`src/rtl/pipeline_hazard_unit.sv`:
```
// -----------------------------------------------------------------------------
// pipeline_hazard_unit
//
// Hazard and forwarding controller for a five-stage MIPS pipeline. It keeps a
// small tag pipeline with one entry per post-ID stage. Each entry records the
// destination register of an in-flight instruction and whether it is a load.
// From these tags the block does four things:
//   - stalls decode on a load-use hazard,
//   - flushes IF_ID and ID_EX on a taken redirect,
//   - reports whether the ID instruction issues on this edge,
//   - registers the EX-stage operand forwarding selects.
//
// Optional build macro: HAZARD_PERF_COUNTERS_EN adds stall/flush counters.
//
// Parameters
//   REG_ADDR_W : register address width
//   DEPTH      : post-ID stages not yet readable from the register file (1..7)
//   LOAD_LAT   : stages after EX before load data can be forwarded (0..DEPTH-1)
//   FWD_W      : forwarding select width (derived)
//
// Ports
//   clk, reset            : clock, synchronous active-low reset
//   id_valid              : valid instruction in ID
//   id_rs, id_rt          : ID source registers
//   id_uses_rs/_rt        : the ID instruction really reads rs / rt
//   id_dest               : ID destination register (after RegDst/Jal)
//   id_reg_write          : the ID instruction writes id_dest
//   id_mem_read           : the ID instruction is a load
//   branch_taken          : the EX instruction redirects the PC
//   stall                 : hold PC/IF_ID and bubble ID_EX
//   issue                 : the ID instruction advances into EX on this edge
//   flush_if_id/_id_ex    : clear the pipeline registers on this edge
//   fwd_a_sel, fwd_b_sel  : operand source for the instruction in EX
//                           (0 = regfile, k = result held k stages ahead)
//   stall_count, flush_count (macro only) : wrapping event counters
// -----------------------------------------------------------------------------
module pipeline_hazard_unit #(
  parameter int REG_ADDR_W = 5,
  parameter int DEPTH      = 3,
  parameter int LOAD_LAT   = 1,
  localparam int FWD_W     = $clog2(DEPTH + 1)
) (
  input  logic                  clk,
  input  logic                  reset,
  input  logic                  id_valid,
  input  logic [REG_ADDR_W-1:0] id_rs,
  input  logic [REG_ADDR_W-1:0] id_rt,
  input  logic                  id_uses_rs,
  input  logic                  id_uses_rt,
  input  logic [REG_ADDR_W-1:0] id_dest,
  input  logic                  id_reg_write,
  input  logic                  id_mem_read,
  input  logic                  branch_taken,
  output logic                  stall,
  output logic                  issue,
  output logic                  flush_if_id,
  output logic                  flush_id_ex,
  output logic [FWD_W-1:0]      fwd_a_sel,
  output logic [FWD_W-1:0]      fwd_b_sel
`ifdef HAZARD_PERF_COUNTERS_EN
  ,
  output logic [31:0]           stall_count,
  output logic [31:0]           flush_count
`endif
);

  // Tag pipeline: entry 0 is the instruction in EX, entry k is k stages beyond.
  logic                  tag_valid_q [DEPTH];
  logic [REG_ADDR_W-1:0] tag_dest_q  [DEPTH];
  logic                  tag_load_q  [DEPTH];
  logic                  tag_valid_d [DEPTH];
  logic [REG_ADDR_W-1:0] tag_dest_d  [DEPTH];
  logic                  tag_load_d  [DEPTH];

  logic [FWD_W-1:0] sel_a_d, sel_b_d;
  logic [FWD_W-1:0] fwd_a_sel_q, fwd_b_sel_q;
  logic             hit_load_a, hit_load_b;

  // Youngest-match search. Scanning from the oldest entry down to entry 0 lets
  // the lowest matching k overwrite any older match.
  always_comb begin
    sel_a_d    = '0;
    sel_b_d    = '0;
    hit_load_a = 1'b0;
    hit_load_b = 1'b0;
    for (int k = DEPTH - 1; k >= 0; k--) begin
      if (id_uses_rs && (id_rs != '0) && tag_valid_q[k] && (tag_dest_q[k] == id_rs)) begin
        sel_a_d    = FWD_W'(k + 1);
        hit_load_a = tag_load_q[k] && ((k + 1) <= LOAD_LAT);
      end
      if (id_uses_rt && (id_rt != '0) && tag_valid_q[k] && (tag_dest_q[k] == id_rt)) begin
        sel_b_d    = FWD_W'(k + 1);
        hit_load_b = tag_load_q[k] && ((k + 1) <= LOAD_LAT);
      end
    end
  end

  // A redirect kills the ID instruction anyway, so it suppresses the stall.
  assign stall       = id_valid & ~branch_taken & (hit_load_a | hit_load_b);
  assign issue       = id_valid & ~stall & ~branch_taken;
  assign flush_if_id = branch_taken;
  assign flush_id_ex = branch_taken;

  // Entry 0 takes the issuing instruction. It becomes a bubble on a stall or a
  // flush. It is also a bubble if the instruction never writes a usable
  // register, because $0 must never match.
  assign tag_valid_d[0] = issue & id_reg_write & (id_dest != '0);
  assign tag_dest_d[0]  = id_dest;
  assign tag_load_d[0]  = id_mem_read;

  for (genvar gi = 1; gi < DEPTH; gi++) begin : g_shift
    assign tag_valid_d[gi] = tag_valid_q[gi-1];
    assign tag_dest_d[gi]  = tag_dest_q[gi-1];
    assign tag_load_d[gi]  = tag_load_q[gi-1];
  end

  always_ff @(posedge clk) begin
    if (!reset) begin
      for (int k = 0; k < DEPTH; k++) begin
        tag_valid_q[k] <= 1'b0;
        tag_dest_q[k]  <= '0;
        tag_load_q[k]  <= 1'b0;
      end
      fwd_a_sel_q <= '0;
      fwd_b_sel_q <= '0;
    end else begin
      for (int k = 0; k < DEPTH; k++) begin
        tag_valid_q[k] <= tag_valid_d[k];
        tag_dest_q[k]  <= tag_dest_d[k];
        tag_load_q[k]  <= tag_load_d[k];
      end
      // The selects belong to the instruction entering EX. A bubble gets 0.
      fwd_a_sel_q <= issue ? sel_a_d : '0;
      fwd_b_sel_q <= issue ? sel_b_d : '0;
    end
  end

  assign fwd_a_sel = fwd_a_sel_q;
  assign fwd_b_sel = fwd_b_sel_q;

`ifdef HAZARD_PERF_COUNTERS_EN
  logic [31:0] stall_count_q, flush_count_q;

  // The counters wrap naturally at 2^32.
  always_ff @(posedge clk) begin
    if (!reset) begin
      stall_count_q <= '0;
      flush_count_q <= '0;
    end else begin
      if (stall)        stall_count_q <= stall_count_q + 32'd1;
      if (branch_taken) flush_count_q <= flush_count_q + 32'd1;
    end
  end

  assign stall_count = stall_count_q;
  assign flush_count = flush_count_q;
`endif

endmodule

```
`config.mk`:
```
export PLATFORM = sky130hd
export DESIGN_NAME = pipeline_hazard_unit
export DESIGN_NICKNAME = d
export VERILOG_FILES = /design/src/rtl/pipeline_hazard_unit.sv
export SDC_FILE = /design/constraint.sdc
export NUM_CORES = 1
export LEC_CHECK = 0
export CORE_ASPECT_RATIO = 0.7
export CORE_MARGIN = 4
export CORE_UTILIZATION = 33
export CTS_BUF_LIST = sky130_fd_sc_hd__clkbuf_4
export DETAILED_ROUTE_END_ITERATION = 6
export GPL_ROUTABILITY_DRIVEN = 0
export GPL_TIMING_DRIVEN = 0
export PLACE_DENSITY = 0.71
export SYNTH_ARGS = -nofsm -noshare
export SYNTH_HDL_FRONTEND = slang
export SYNTH_SLANG_ARGS = --single-unit
```
`constraint.sdc`:
```
create_clock -name clk -period 1.6 [get_ports clk]
set_input_delay 0.16 -clock clk [delete_from_list [all_inputs] [get_ports clk]]
set_output_delay 0.16 -clock clk [all_outputs]
set_load 0.02 [all_outputs]
```
## Word level (Yosys, flattened, before mapping)

Memory sizes are Yosys's and may differ from the RTL's.
Cells that the tools add are included.

| word-level totals | value |
|---|---|
| flip-flop bits (word level) | 4 |
| bits in writable memories | 21 |
| bits of input ports | 23 |
| output and inout bits | 8 |
| word-level logic and storage cells | 72 |
| memories | 3 |

| cells by class | value |
|---|---|
| equality and inequality tests | 6 |
| mux-type cells | 19 |
| bitwise gates (word level) | 20 |
| reductions and logical operators | 20 |

Memory list:

| memory | depth | width | rd ports | clocked after Yosys merged registers in | wr ports | RTL line | source |
|---|---|---|---|---|---|---|---|
| tag_dest_q | 3 | 5 | 3 | 0 | 3 | 69 | `logic [REG_ADDR_W-1:0] tag_dest_q [DEPTH];` |
| tag_load_q | 3 | 1 | 2 | 0 | 3 | 70 | `logic tag_load_q [DEPTH];` |
| tag_valid_q | 3 | 1 | 3 | 0 | 3 | 68 | `logic tag_valid_q [DEPTH];` |

Operators with widths:

| operator | number |
|---|---|
| == test 5 bit | 6 |
| 2-to-1 mux 5 bit | 3 |
| nonzero test 5 bit | 3 |
| logical AND 1 bit | 14 |
| 2-to-1 mux 1 bit | 12 |
| bitwise OR 1 bit | 10 |
| 2-to-1 mux 2 bit | 4 |
| AND 1 bit | 6 |
| OR reduction 3 bit | 2 |
| inverter 1 bit | 4 |
| AND reduction 2 bit | 1 |

## Longest topological paths before layout

Gate-level depths: netlist (run 1).

| depth | value |
|---|---|
| word-level depth | 13 |
| gate-level depth with buffers | 5 |
| mapped depth without buffers | 5 |

## Worst setup path before layout (run 1)

No wires, ideal clock.

| path | value |
|---|---|
| kind | register -> output |
| start point | memory tag_dest_q[0][1] |
| end point | output port stall |
| arrival time | 1.487 ns |
| data required time | 1.440 ns |
| slack | -0.047 ns |
| cell stages (with the launch flop) | 6 |
| buffers on the path | 0 |
| path through | dfxtp_1 xor2_1 nor4_2 nand4b_1 a21boi_2 and3b_1 |

RTL lines:

| element | RTL line | source |
|---|---|---|
| from (decl) | 69 |  |
| to (decl) | 54 | `output logic stall,` |

==> flow_results.org, run 1 <==
** Outcome
- The run finished, with violations left.
- The final reports fail on negative setup slack.

** GRT
- Vias in the first global route :: 948
- Entering global routing, the biggest net connects 14 pins.
- For this run the aggregate overflow at the end of global routing stands at 0.
- Total routing usage reported by global routing :: 0.1361
- Initial antenna violation count :: 0
- Global-route wire length before repair :: 4.519 mm

** Setup path
- The worst register-to-register path has a depth of 7.
- CP Data Required Time :: 1.44 ns
- Traced cell by cell, the critical path runs through xor2_2 -> nor4_2 -> nand4b_1 -> a21boi_4 -> and3b_2 -> buf_6.
- Crit path DAT :: 1.92 ns
- Cell with the largest stage delay on the worst path :: dfxtp_2
- STA classifies the critical path endpoint as an output pin.
- Highest fanout seen on the critical path :: 3
- Type of the worst setup path :: flip-flop to output pin
- Startpoint of the worst register-to-register path :: tag_dest_q[0][1]
- Maximum single-stage delay on the critical path :: 0.36 ns
- For flop-to-flop paths, the worst setup slack is -0.08 ns.
- STA classifies the critical path startpoint as a flip-flop.
- Reg2reg end :: tag_valid_q[0][0]

** Drt
- Post-detailed-route count of antenna-violating nets :: 0
- Vias :: 900
- The detailed router finished its first iteration with 31 violations.
- Length of the first detailed-routing pass in iterations :: 4
- The final layout contains routed wiring with a total length of 2.794 mm.
- In the routed layout, each cell is associated on average with a via count of 4.762.
- Routed length per placed instance :: 14.78 um
- Residual DRC :: 0

** CTS
- CTS built an H-tree with a depth of 1.
- At the later pin of the worst-skew pair, clock insertion delay measures 0.32 ns.
- The root buffer cell chosen for the clock tree is clkbuf_4.
- Clock tree synthesis found a total of 23 sinks.
- Number of CTS-inserted buffers :: 3
- Count of hold-fix buffers inserted at cts :: 0
- The clock passes through at most 2 buffers.
- Clock tree from TritonCTS :: yes
- Register clock-pin slew on the reported worst setup and hold paths :: 0.13 ns

** Synth
- Cell with the most instances after synthesis :: dfxtp_1
- Synthesis produced a netlist with a net count of 132.
- Measured against the total synthesized area, the mux share comes to 0.
- By area the synthesized netlist is led by dfxtp_1, xnor2_1, and2_1.
- The share of synthesized area in the top cell type comes to 0.4215.
- Post-synthesis instance area :: 1092 um^2
- A synthesized cell averages 10.02 um^2.
- Of the total synthesized cell area, the portion taken by full adders, half adders and majority gates is 0.
- Share of async-settable or async-resettable flops after synthesis :: 0
- The fraction of the mapped netlist area in compound gates was 0.05384.
- Yosys mapped a number of flops with a built-in enable equal to 0.
- Of the total synthesized cell area, the portion taken by AND, OR, NAND and NOR gates is 0.2669.
- In the synthesized netlist the dominant register cell turns out to be dfxtp_1.
- Register bit count reported by yosys :: 23
- The synthesized netlist contains 22 unique library cells.
- By area, the combinational part of the netlist is dominated by simple AND/OR/NAND/NOR gates.
- Portion of the post-synthesis area used by sequential elements :: 0.4215
- Of the total synthesized cell area, the portion taken by XOR and XNOR cells is 0.2405.
- Summed over all instances, the cell type with the most area after synthesis is dfxtp_1.
- The Yosys step of the flow raised 0 warnings.
- After technology mapping, the gate count stands at 109.
- Commonest cells post-synth :: dfxtp_1, xnor2_1, and2_1, xor2_1, nor3_1

** Timing
- The number of max-slew violations in the final report is 0.
- Setup repair after global routing missed its margin :: true
- Final setup margin :: -0.4840 ns
- In this run the tightest slew margin relative to its limit is 0.7513.
- Final Cycle Share :: 1.302
- For the finished layout, the period the worst path requires is 2.084 ns.
- The number of failing hold endpoints at the final stage came to 0.
- For the pin with the worst max-slew slack, the measured transition is 0.3730 ns.
- Hold is met by 0.3972 ns.
- Peak clock frequency supported by timing :: 479.9 MHz
- Clock skew on the completed layout was measured at 0.01257 ns.
- Setup violations remaining at the end of the flow were counted as 7.

** Pwr
- VDD sags by at most 398.7 uV.
- Static Leakage :: 0.5639 nW
- Power per cell area :: 673.1 nW/um^2

** Worst hold path
- Worst min-delay path category :: input port to flip-flop
- The worst hold path begins at id_rs[4].
- The path with the worst hold slack has its endpoint at fwd_a_sel[0].
- Hold Path Cell Cnt :: 6

** Floorplanning
- The die covers 4309 um^2.
- Row generation in the floorplan step produced 17 rows.
- Floorplan die width :: 76.77 um
- For this design the top-level I/O count stands at 31.
- For this configuration, the core starts out at a cell density of 0.3447.
- Chip Height :: 56.14 um
- Core region area :: 3169 um^2

** Layout
- From synthesis to final layout, the design area changed by 46.39%.
- Total area of multi-input combinational cells :: 694.4 um^2
- In the final layout, the share of cells above drive strength 1 is 0.2848.
- At the end of the flow, the number of nets in the layout was 175.
- Register area :: 464.2 um^2
- Diodes inserted :: 0
- Total of fill cells in the finished design :: 292

** Placement
- OpenSTA, run right after detailed placement, puts the worst setup slack at -1.202 ns.
- Number of buffer cells added on primary ports :: 30

** Run
- Across the run, the number of max-cap violations was 0.
==> worst max path at each step <==
stage | start | end | slack (ns)
after global placement | id_rs[1] | stall | -1.16
after detailed placement | id_rs[3] | issue | -1.20
after floorplan | id_rs[3] | issue | -0.01
final | tag_dest_q[0][1] | stall | -0.48
after global routing | tag_dest_q[0][1] | stall | -0.57
after CTS | tag_dest_q[0][4] | stall | -0.45
==> metal layers <==
layer	track usage	routed length, um	vias to the layer above
met4	0.03359	27	0
met2	0.2233	1294	25
met3	0.04207	159	4
li1	-	-	451
met5	0	0	-
met1	0.1737	1312	420
==> cell families after synthesis <==
logic type,after synthesis
compound gates,8
buf+inv,3
xor+xnor,30
simple gates,45
flops,23
==> metrics by stage <==
step / utilization / total power, mW / TNS (ns) / instances / area [um^2]
after floorplan: - / 0.7067 / -0.02671 / 109 / 1094
after global placement: 0.4548 / 0.8031 / -4.569 / 177 / 1441
after detailed placement: 0.4548 / 0.8100 / -4.988 / 177 / 1441
after CTS: 0.5093 / 1.074 / -2.589 / 192 / 1614
after global routing: 0.5045 / 1.129 / -1.864 / 189 / 1599
final: 0.5045 / 1.076 / -1.319 / 189 / 1599
==> cell usage in the layout (no fill, tap or decap), types with 2 or more instances in the layout <==
master	n
o21ai_0	3
and2_1	18
a211oi_2	2
nor3_1	4
buf_2	5
nor4_2	2
dlygate4sd2_1	3
o21ai_4	2
or4_4	2
buf_6	4
xnor2_1	22
clkbuf_4	3
dfxtp_1	20
xor2_2	3
nand2b_1	2
nand4b_1	2
buf_4	8
dfxtp_2	3
xor2_1	5
clkdlybuf4s15_2	2
nand2_1	4
clkdlybuf4s50_1	17
nand4_1	4
nor3_2	3
==> worst max-delay path: cells and delay by family (launching register included) <==
family,cells,cell delay [ns]
flip-flops,1,0.36
AND/OR/NAND/NOR,3,0.79
AO/OA/AOI/OAI,1,0.20
XOR/XNOR,1,0.15
buffers and inverters,1,0.11
==> area by class of cell <==
cell class              count  share of cell area
clock inverters             1            0.003130
clock buffers               3             0.01408
plain buffers               3             0.01174
multi-input cells          83              0.4343
repair buffers             38              0.2167
flip-flops and latches     23              0.2903
well taps                  38             0.02973
==> report_power, final <==
group / switching, mW / internal [mW] / total, mW
logic: 0.0895 / 0.113 / 0.202
registers: 0.0181 / 0.591 / 0.610
clock network: 0.171 / 0.0937 / 0.264
total: 0.278 / 0.798 / 1.08
==> what timing repair did <==
action / 4_1_cts / 5_1_grt
cloned: 0 / 0
buffers inserted: 11 / 2
setup endpoints to repair: 8 / 8
resized for setup: 60 / 6
pin swaps: 14 / 1
==> flip-flops by register name, indices dropped and copies added (netlist names) <==
| register | cells |
|---|---|
| fwd_b_sel | 2 |
| tag_valid_q | 3 |
| fwd_a_sel | 2 |
| tag_dest_q | 15 |
| tag_load_q | 1 |
(Power assumes the default switching activity.)
==> run 2, diff against run 1 <==
--- a/config.mk
+++ b/config.mk
@@ -6,13 +6,14 @@
 export NUM_CORES = 1
 export LEC_CHECK = 0
 export CORE_ASPECT_RATIO = 0.7
-export CORE_MARGIN = 4
+export CORE_MARGIN = 10
 export CORE_UTILIZATION = 33
 export CTS_BUF_LIST = sky130_fd_sc_hd__clkbuf_4
 export DETAILED_ROUTE_END_ITERATION = 6
 export GPL_ROUTABILITY_DRIVEN = 0
 export GPL_TIMING_DRIVEN = 0
-export PLACE_DENSITY = 0.71
+export MAX_ROUTING_LAYER = met4
+export PLACE_DENSITY = 0.59
 export SYNTH_ARGS = -nofsm -noshare
 export SYNTH_HDL_FRONTEND = slang
 export SYNTH_SLANG_ARGS = --single-unit
==> run 2 against run 1 <==
The flow still finishes with violations (negative setup slack). Sequential share of layout area up 0.93 points. Cell count decreased by 1.6%. Sequential power is essentially flat. Setup slack got worse by 0.013 ns. Power fell by 0.34%.
==> flow_results.org, run 2 (synthesis gave the netlist of run 1 again) <==
** Outcome
- Status :: complete, but fails checks
- The final reports fail on negative setup slack.

** Drt
- Vias :: 886 (-1.6%)
- Per-cell via count in the routed design :: 4.763 (about the same)
- Number of DRC markers in iteration 0 :: 31 (unchanged)
- Post-detailed-route count of antenna-violating nets :: 0 (unchanged)
- The final routed wirelength across all metal layers came to 2.871 mm (+2.8%).
- Residual DRC :: 0 (unchanged)
- Routed length per placed instance :: 15.44 um (+4.4%)
- Length of the first detailed-routing pass in iterations :: 2 (-2)

** Timing
- Final clock skew :: 0.006911 ns (-0.005659 ns)
- Number of max-slew violations in the final report :: 0 (unchanged)
- The worst relative slew slack is 0.7589 (+0.007555).
- Final hold vios :: 0 (unchanged)
- The transition time at the pin with the least slew margin is 0.3617 ns (-0.01133 ns).
- Setup violations, final :: 6 (-1)
- Setup repair after global routing missed its margin :: true
- Final Cycle Share :: 1.311 (+0.008127)
- The final worst slack was -0.4970 ns (-0.01300 ns).
- The timing-limited maximum frequency was 476.9 MHz (-0.62%).
- The shortest clock period the worst path allows after layout was 2.097 ns (+0.01300 ns).

** Layout
- The share of post-route cells with drive strength above 1 was 0.1959 (-0.08882).
- The number of filler cells placed in the layout was 294 (+0.68%).
- Area added between synthesis and finish :: 41.47%
- In the layout the commonest cells are xnor2_1, dfxtp_1, and2_1.
- The library cell used most frequently in the layout, excluding fill and tap cells, is xnor2_1.
- The flip-flop count of the largest register, all copies and words added is 15 (unchanged).
- Largest registers :: tag_dest_q (15), tag_valid_q (3)
- Final design area excluding fillers :: 1545 um^2 (-3.4%)
- Final non-filler cell total :: 186 (-1.6%)
- The register with the most flip-flops in the final layout is tag_dest_q.
- Total area of multi-input combinational cells :: 651.9 um^2 (-6.1%)
- The final-stage net count is 172 (-1.7%).
- The sequential cell area was 462.9 um^2 (-0.27%).
- Diodes inserted :: 0 (unchanged)

** Setup path
- The maximum cell stage delay along the critical path is 0.35 ns (about the same).
- Crit path cell chain :: xor2_1 -> nor4_2 -> nand4b_1 -> a21boi_4 -> and3b_2 -> buf_6
- The critical path required time was 1.44 ns (about the same).
- The arrival time of data at the critical path endpoint was 1.94 ns (+0.02 ns).
- The biggest fanout along the worst timing path came to 4 (+1).
- The worst setup path is of the flip-flop to output pin kind.
- Cell type group with the largest total delay on the critical path :: simple AND/OR/NAND/NOR gates
- Crit path launch type :: flip-flop
- Cell with the largest stage delay on the worst path :: dfxtp_2
- The buffer and inverter count on the worst path came to 1 (unchanged).
- STA classifies the critical path endpoint as an output pin.

** GRT
- The pin count of the biggest net entering global routing came to 14 (unchanged).
- The all-layer global routing usage was 0.09967 (-0.03642).
- The first-pass GRT wire length is 4.505 mm (-0.31%).
- The aggregate global routing overflow came to 0 (unchanged).
- The number of antenna violations at the first check in global routing is 0 (unchanged).
- Vias in the first global route :: 952 (+0.42%)

** Pwr
- The leakage power total was 0.5480 nW (-2.8%).
- The ratio of total power to cell area is 694.2 nW/um^2 (+3.1%).
- The maximum vdd drop is 256.9 uV (-36%).

** Floorplanning
- The core box area is 3169 um^2 (unchanged).
- The number of I/O pins was 31 (unchanged).
- Placement row count :: 17 (unchanged)
- The die area was 6048 um^2 (+40%).
- The initial core utilization is 0.3447 (unchanged).
- Chip Height :: 68.14 um (+21%)
- Floorplan die width :: 88.77 um (+16%)

** CTS
- Count of hold-fix buffers inserted at cts :: 0 (unchanged)
- The clock transition at the registers of the reported paths is 0.13 ns (about the same).
- The total clock sinks is 23 (unchanged).
- Number of CTS-inserted buffers :: 3 (unchanged)
- TritonCTS built the clock tree.
- Largest buffer count on any clock path :: 2 (unchanged)
- The level count of the clock H-tree came to 1 (unchanged).
- The clock latency reported for the late side of the worst-skew pair is 0.32 ns (about the same).
- Root Driver :: clkbuf_4

** Placement
- The count of buffers inserted at the top-level ports is 30 (unchanged).
- Area of placed instances :: 1441 um^2 (unchanged)
- Placed wire-length estimate :: 2.231 mm
- Placed insts :: 177 (unchanged)

** Run
- The number of maximum-capacitance constraint violations came to 0 (unchanged).

** Worst hold path
- Worst min-delay path category :: input port to flip-flop
run 2: report_power, final:
group	switching [mW]	internal, mW	leakage, nW	total [mW]
clock network	0.179	0.0938	0.0177	0.272
logic	0.0848	0.108	0.342	0.192
registers	0.0168	0.591	0.189	0.608
total	0.280	0.793	0.548	1.07
run 2: what timing repair did:
| action | CTS | global route |
|---|---|---|
| buffers inserted | 3 | 2 |
| hold endpoints to repair | 0 | 0 |
| cloned | 0 | 0 |
| endpoints found under the setup margin | 9 | 7 |
| resized for setup | 35 | 3 |
| pin swaps | 5 | 3 |
run 2: worst paths after layout:
| path | depth (start not counted) | end | from | slack, ns |
|---|---|---|---|---|
| worst max register to register | 7 | fwd_a_sel[1] | tag_dest_q[0][1] | -0.09 |
| worst max-delay path | 6 | stall | tag_dest_q[0][1] | -0.50 |
| worst min register to register | 1 | tag_dest_q[0][6] | tag_dest_q[0][1] | 0.50 |
| worst min-delay path | 3 | tag_valid_q[0][0] | id_reg_write | 0.38 |
run 2: worst reg2reg max path, delay by kind of cell (launching register included):
family	cells	cell delay [ns]
AOI/OAI and AO/OA	1	0.27
xor gates and xnor gates	1	0.16
buffers and inverters	2	0.26
DFF	1	0.35
and+or+nand+nor	3	0.56
run 2: layer usage:
layer / vias up / part of all wire / global-route usage
met5: - / 0 / -
met4: 0 / 0.015 / 0.04217
met3: 6 / 0.057 / 0.02254
met2: 26 / 0.47 / 0.1647
met1: 405 / 0.46 / 0.1148
li1: 449 / - / -
run 2: area by class of cell:
type | instances | area share
Tap cell | 38 | 0.03077
Clock inverter | 1 | 0.003239
Clock buffer | 3 | 0.01457
Multi-Input combinational cell | 83 | 0.4219
Timing Repair Buffer | 35 | 0.2178
Buffer | 3 | 0.01215
Sequential cell | 23 | 0.2996
run 2: stage by stage:
stage	hold WS, ns	setup WS, ns	utilization	power [mW]	TNS, ns
after floorplan	0.2817	-0.01450	-	0.7067	-0.02671
after global placement	0.4826	-1.195	0.4548	0.8048	-4.713
after detailed placement	0.4865	-1.200	0.4548	0.8116	-4.914
after CTS	0.3830	-0.4920	0.4785	1.080	-0.8820
after global routing	0.3898	-0.6084	0.4876	1.135	-1.838
final	0.3838	-0.4970	0.4876	1.073	-1.257
==> run 3, diff against run 2 <==
--- a/config.mk
+++ b/config.mk
@@ -5,6 +5,8 @@
 export SDC_FILE = /design/constraint.sdc
 export NUM_CORES = 1
 export LEC_CHECK = 0
+export ABC_AREA = 1
+export CAP_MARGIN = 20
 export CORE_ASPECT_RATIO = 0.7
 export CORE_MARGIN = 10
 export CORE_UTILIZATION = 33
@@ -13,7 +15,7 @@
 export GPL_ROUTABILITY_DRIVEN = 0
 export GPL_TIMING_DRIVEN = 0
 export MAX_ROUTING_LAYER = met4
-export PLACE_DENSITY = 0.59
+export PLACE_DENSITY = 0.58
 export SYNTH_ARGS = -nofsm -noshare
 export SYNTH_HDL_FRONTEND = slang
 export SYNTH_SLANG_ARGS = --single-unit
==> run 3 against run 2 <==
The run still ends with negative setup slack left. Maximum frequency increased by 25%. Critical endpoint unchanged. Non-clock buffer count did not move. Sequential power about the same. Sequential cell count unchanged. Count of clock-buffer cells in the layout unchanged. Highest routed layer unchanged. Sequential share of layout area decreased by 1.6 points. Wire length up 4.9%. Cell count rose by 48%. Critical path depth rose by 3. Register-to-register slack gained 0.35 ns. Clock power grew 3%. Via count increased by 29%.
==> flow_results.org, run 3 <==
** Outcome
- Status :: complete, but fails checks
- Violations in the final reports :: negative setup slack

** Worst hold path
- The number of cells on the worst hold path was 3 (unchanged).
- Worst min-delay path category :: input port to flip-flop
- The worst hold path begins at reset.
- Worst-case hold path end point :: tag_dest_q[0][0]

** Drt
- The ratio of routed vias to standard cells is 4.160 (-13%).
- In this run the top signal layer used is met4.
- Vias :: 1144 (+29%)
- Post-detailed-route count of antenna-violating nets :: 0 (unchanged)
- The average wire per standard cell is 10.95 um (-29%).
- The remaining routing DRC violations came to 0 (unchanged).
- The post-route met1 wirelength is 1.602 mm (+22%).
- The met3 layer wire length in the routed design was 185 um (+13%).
- Sum of routed wire length over all layers :: 3.011 mm (+4.9%)
- The met2 routed wirelength is 1.211 mm (-10%).
- The iteration count of the initial detailed-routing pass was 4 (+2).
- The number of DRC markers in iteration 0 was 76 (+150%).

** Timing
- The final worst clock skew is 0.008729 ns (+0.001818 ns).
- The worst relative slew slack was 0.6697 (-0.08915).
- The number of failing hold endpoints at the final stage came to 0 (unchanged).
- Worst-margin pin slew :: 0.4954 ns (+0.1337 ns)
- The share of the clock period used by the worst path after layout came to 1.046 (-0.2650).
- The number of max-slew violations in the final report was 0 (unchanged).
- The shortest clock period the worst path allows after layout came to 1.673 ns (-0.4240 ns).
- Final hold slack :: 0.1338 ns (-0.2499 ns)
- The final worst slack is -0.07293 ns (+0.4240 ns).
- The final-report setup violation count was 2 (-4).
- Setup repair after global routing missed its margin :: true
- Peak clock frequency supported by timing :: 597.8 MHz (+25%)

** Synth
- The per-instance average area after synthesis was 6.591 um^2 (-34%).
- Yosys cell types :: 21 (-4.5%)
- Share of the synthesized area in the top cell type :: 0.3736 (-0.04793)
- Post-synthesis instance area :: 1232 um^2 (+13%)
- Sorting the synthesized cells by area gives the leading types as dfxtp_1, nand2_1, inv_1.
- Portion of the post-synthesis area used by sequential elements :: 0.3736 (-0.04793)
- The number of register bits inferred by synthesis is 23 (unchanged).
- Synth area leader :: dfxtp_1
- Prevailing post-synth register cell :: dfxtp_1
- The number of cells produced by synthesis came to 187 (+72%).
- The number of flops mapped to enable cells by yosys is 0 (unchanged).
- After synthesis, the most frequently instantiated cells are nand2_1, inv_1, dfxtp_1, nor2_1, xnor2_1.
- Net count after synthesis :: 210 (+59%)
- The count of synthesis-stage warnings from yosys came to 0 (unchanged).
- Share of async-settable or async-resettable flops after synthesis :: 0 (unchanged)
- Cell with the most instances after synthesis :: nand2_1

** Layout
- The area growth from synthesis to layout is 35.84%.
- Leaving out fill and tap cells, the most frequent cell in the layout is nand2_1.
- The flip-flop count of the largest register, all copies and words added was 15 (unchanged).
- Diodes inserted :: 0 (unchanged)
- Layout Nets :: 249 (+45%)
- Share of post-route cells with drive strength above 1 :: 0.1600 (-0.03595)
- In the layout the commonest cells are nand2_1, inv_1, nor2_1, dfxtp_1, clkdlybuf4s50_1.
- Register with the most flip-flops :: tag_dest_q
- Total of fill cells in the finished design :: 402 (+37%)
- The largest registers in the layout are tag_dest_q (15), tag_valid_q (3).

** Setup path
- Crit path DAT :: 1.51 ns (-0.43 ns)
- Cell type group with the largest total delay on the critical path :: simple AND/OR/NAND/NOR gates
- Reg2reg end :: fwd_a_sel[0]
- The worst setup path is captured at an output pin.
- Maximum single-stage delay on the critical path :: 0.36 ns (about the same)
- The critical path is of the flip-flop to output pin type.
- In this design, the critical path's most frequently occurring cell is nand2_2.
- The critical path goes through inv_2 -> a21oi_1 -> nand2_1 -> nor2_2 -> nand3_2 -> nand2_2 -> nand2_2 -> nor2_1 -> buf_4.
- Number of buffer and inverter instances along the worst setup path :: 2 (+1)
- The critical path required time came to 1.44 ns (about the same).
- Path depth of the worst reg2reg path :: 9 (+2)
- Highest fanout seen on the critical path :: 4 (unchanged)
- STA classifies the critical path startpoint as a flip-flop.
- Cell with the largest stage delay on the worst path :: dfxtp_2
- Startpoint of the worst register-to-register path :: tag_dest_q[0][3]
- Slack of the worst reg-to-reg path :: 0.26 ns (+0.35 ns)

** CTS
- The maximum buffer depth of the clock tree came to 2 (unchanged).
- H-tree depth :: 1 (unchanged)
- Clock tree from TritonCTS :: yes
- The clock transition at the registers of the reported paths was 0.14 ns (about the same).
- CTS placed an instance of clkbuf_4 at the clock tree root.
- The TritonCTS buffer count came to 3 (unchanged).
- The clock latency reported for the late side of the worst-skew pair was 0.32 ns (about the same).
- Number of sinks handled by clock tree synthesis :: 23 (unchanged)
- The hold buffer count at cts was 0 (unchanged).

** Floorplanning
- Starting utilization of the core area :: 0.3463 (+0.001692)
- The chip width came to 93.04 um (+4.8%).
- The die area was 6618 um^2 (+9.4%).
- The core box area came to 3558 um^2 (+12%).
- Chip Height :: 71.13 um (+4.4%)
- The number of I/O pins came to 31 (unchanged).
- The total number of placement rows is 18 (+1).

** Pwr
- Maximum VDD drop :: 291.0 uV (+13%)
- The leakage power total was 0.8332 nW (+52%).
- The cell-internal power was 0.7810 mW (-1.4%).
- The ratio of total power to cell area is 647.5 nW/um^2 (-6.7%).
- Clock share of power :: 0.258 (+0.004)
- Sequential Power Share :: 0.560 (-0.007)
- The relative contribution of combinational cells to total power came to 0.182 (+0.003).
- The net switching fraction of the power was 0.2795 (+0.01831).
- Switching component of the power :: 0.3030 mW (+8.1%)

** Placement
- The count of buffers inserted at the top-level ports is 29 (-3.3%).
- Placed wire-length estimate :: 2.446 mm (+9.6%)
- The worst slack at placement is -0.6861 ns (+0.5136 ns).

** GRT
- The number of antenna violations at the first check in global routing came to 0 (unchanged).
- The number of global-route vias before repair was 1049 (+10%).
- The first-pass GRT wire length was 4.892 mm (+8.6%).
- Maximum number of pins on one net before global-route repair :: 15 (+1)
- The aggregate global routing overflow is 0 (unchanged).
- Total routing usage reported by global routing :: 0.09486 (-0.004811)

** Run
- Count of maximum capacitance violations :: 0 (unchanged)
run 3: cell types whose count changed after synthesis, sizes merged, moves of 11 or more:
cell	delta
nand2	+54
inv	+37
nor2	+21
and2	-18
nand3	+12
xnor2	-11
run 3: logic make-up after synthesis:
| group | share of synthesized area |
|---|---|
| xor+xnor | 0.09239 |
| simple gates | 0.3320 |
| buf+inv | 0.1320 |
| flops | 0.3736 |
| compound gates | 0.07005 |
run 3: final cells by class:
| class | count | area, um^2 | share of cell area |
|---|---|---|---|
| clock inverter | 1 | 7.507 | 0.004484 |
| clock buffer | 3 | 22.52 | 0.01345 |
| buffer | 4 | 23.77 | 0.01420 |
| tap | 50 | 62.56 | 0.03737 |
| sequential | 23 | 474.2 | 0.2833 |
| timing repair buffer | 34 | 319.1 | 0.1906 |
| inverter | 37 | 138.9 | 0.08296 |
| multi-input combinational | 123 | 625.6 | 0.3737 |
run 3: power groups by stage:
stage,combinational [mW],sequential (mW),clock (mW)
floorplan,0.105,0.615,0
global placement,0.201,0.620,0
detailed placement,0.201,0.620,0
CTS,0.196,0.609,0.292
global route,0.222,0.609,0.313
finish,0.198,0.607,0.279
run 3: routing by layer:
| layer | vias up | track usage |
|---|---|---|
| li1 | 636 | - |
| met1 | 480 | 0.1260 |
| met2 | 26 | 0.1311 |
| met3 | 2 | 0.03688 |
| met4 | 0 | 0.02048 |
| met5 | - | - |
run 3: worst max path at each step:
| stage | start | end | cells past startpoint |
|---|---|---|---|
| 6_report | tag_dest_q[0][3] | stall | 9 |
| 5_1_grt | tag_dest_q[0][1] | stall | 9 |
| 2_1_floorplan | tag_dest_q[0][1] | stall | 8 |
| 3_3_place_gp | id_rt[0] | stall | 10 |
| 4_1_cts | tag_dest_q[0][3] | stall | 9 |
| 3_5_place_dp | id_rs[4] | stall | 10 |
run 3: repair_timing:
item,4_1_cts,5_1_grt
resized for setup,25,13
endpoints found under the setup margin,2,2
setup buffers,3,2
pin swaps,7,10
run 3: metrics by stage:
stage	TNS, ns	total power [mW]	util	std cells	cell area [um^2]
6_report	-0.08302	1.084	0.4705	275	1674
5_1_grt	-0.3305	1.144	0.4705	275	1674
4_1_cts	-0.1597	1.098	0.4596	273	1635
3_5_place_dp	-1.623	0.8208	0.4455	266	1585
3_3_place_gp	-1.569	0.8213	0.4455	266	1585
2_1_floorplan	0	0.7203	-	187	1232
run 3: tightest hold or removal path, stage by stage:
cell	delay, ns
buf_2	0.17
nand2_1	0.08
inv_1	0.03
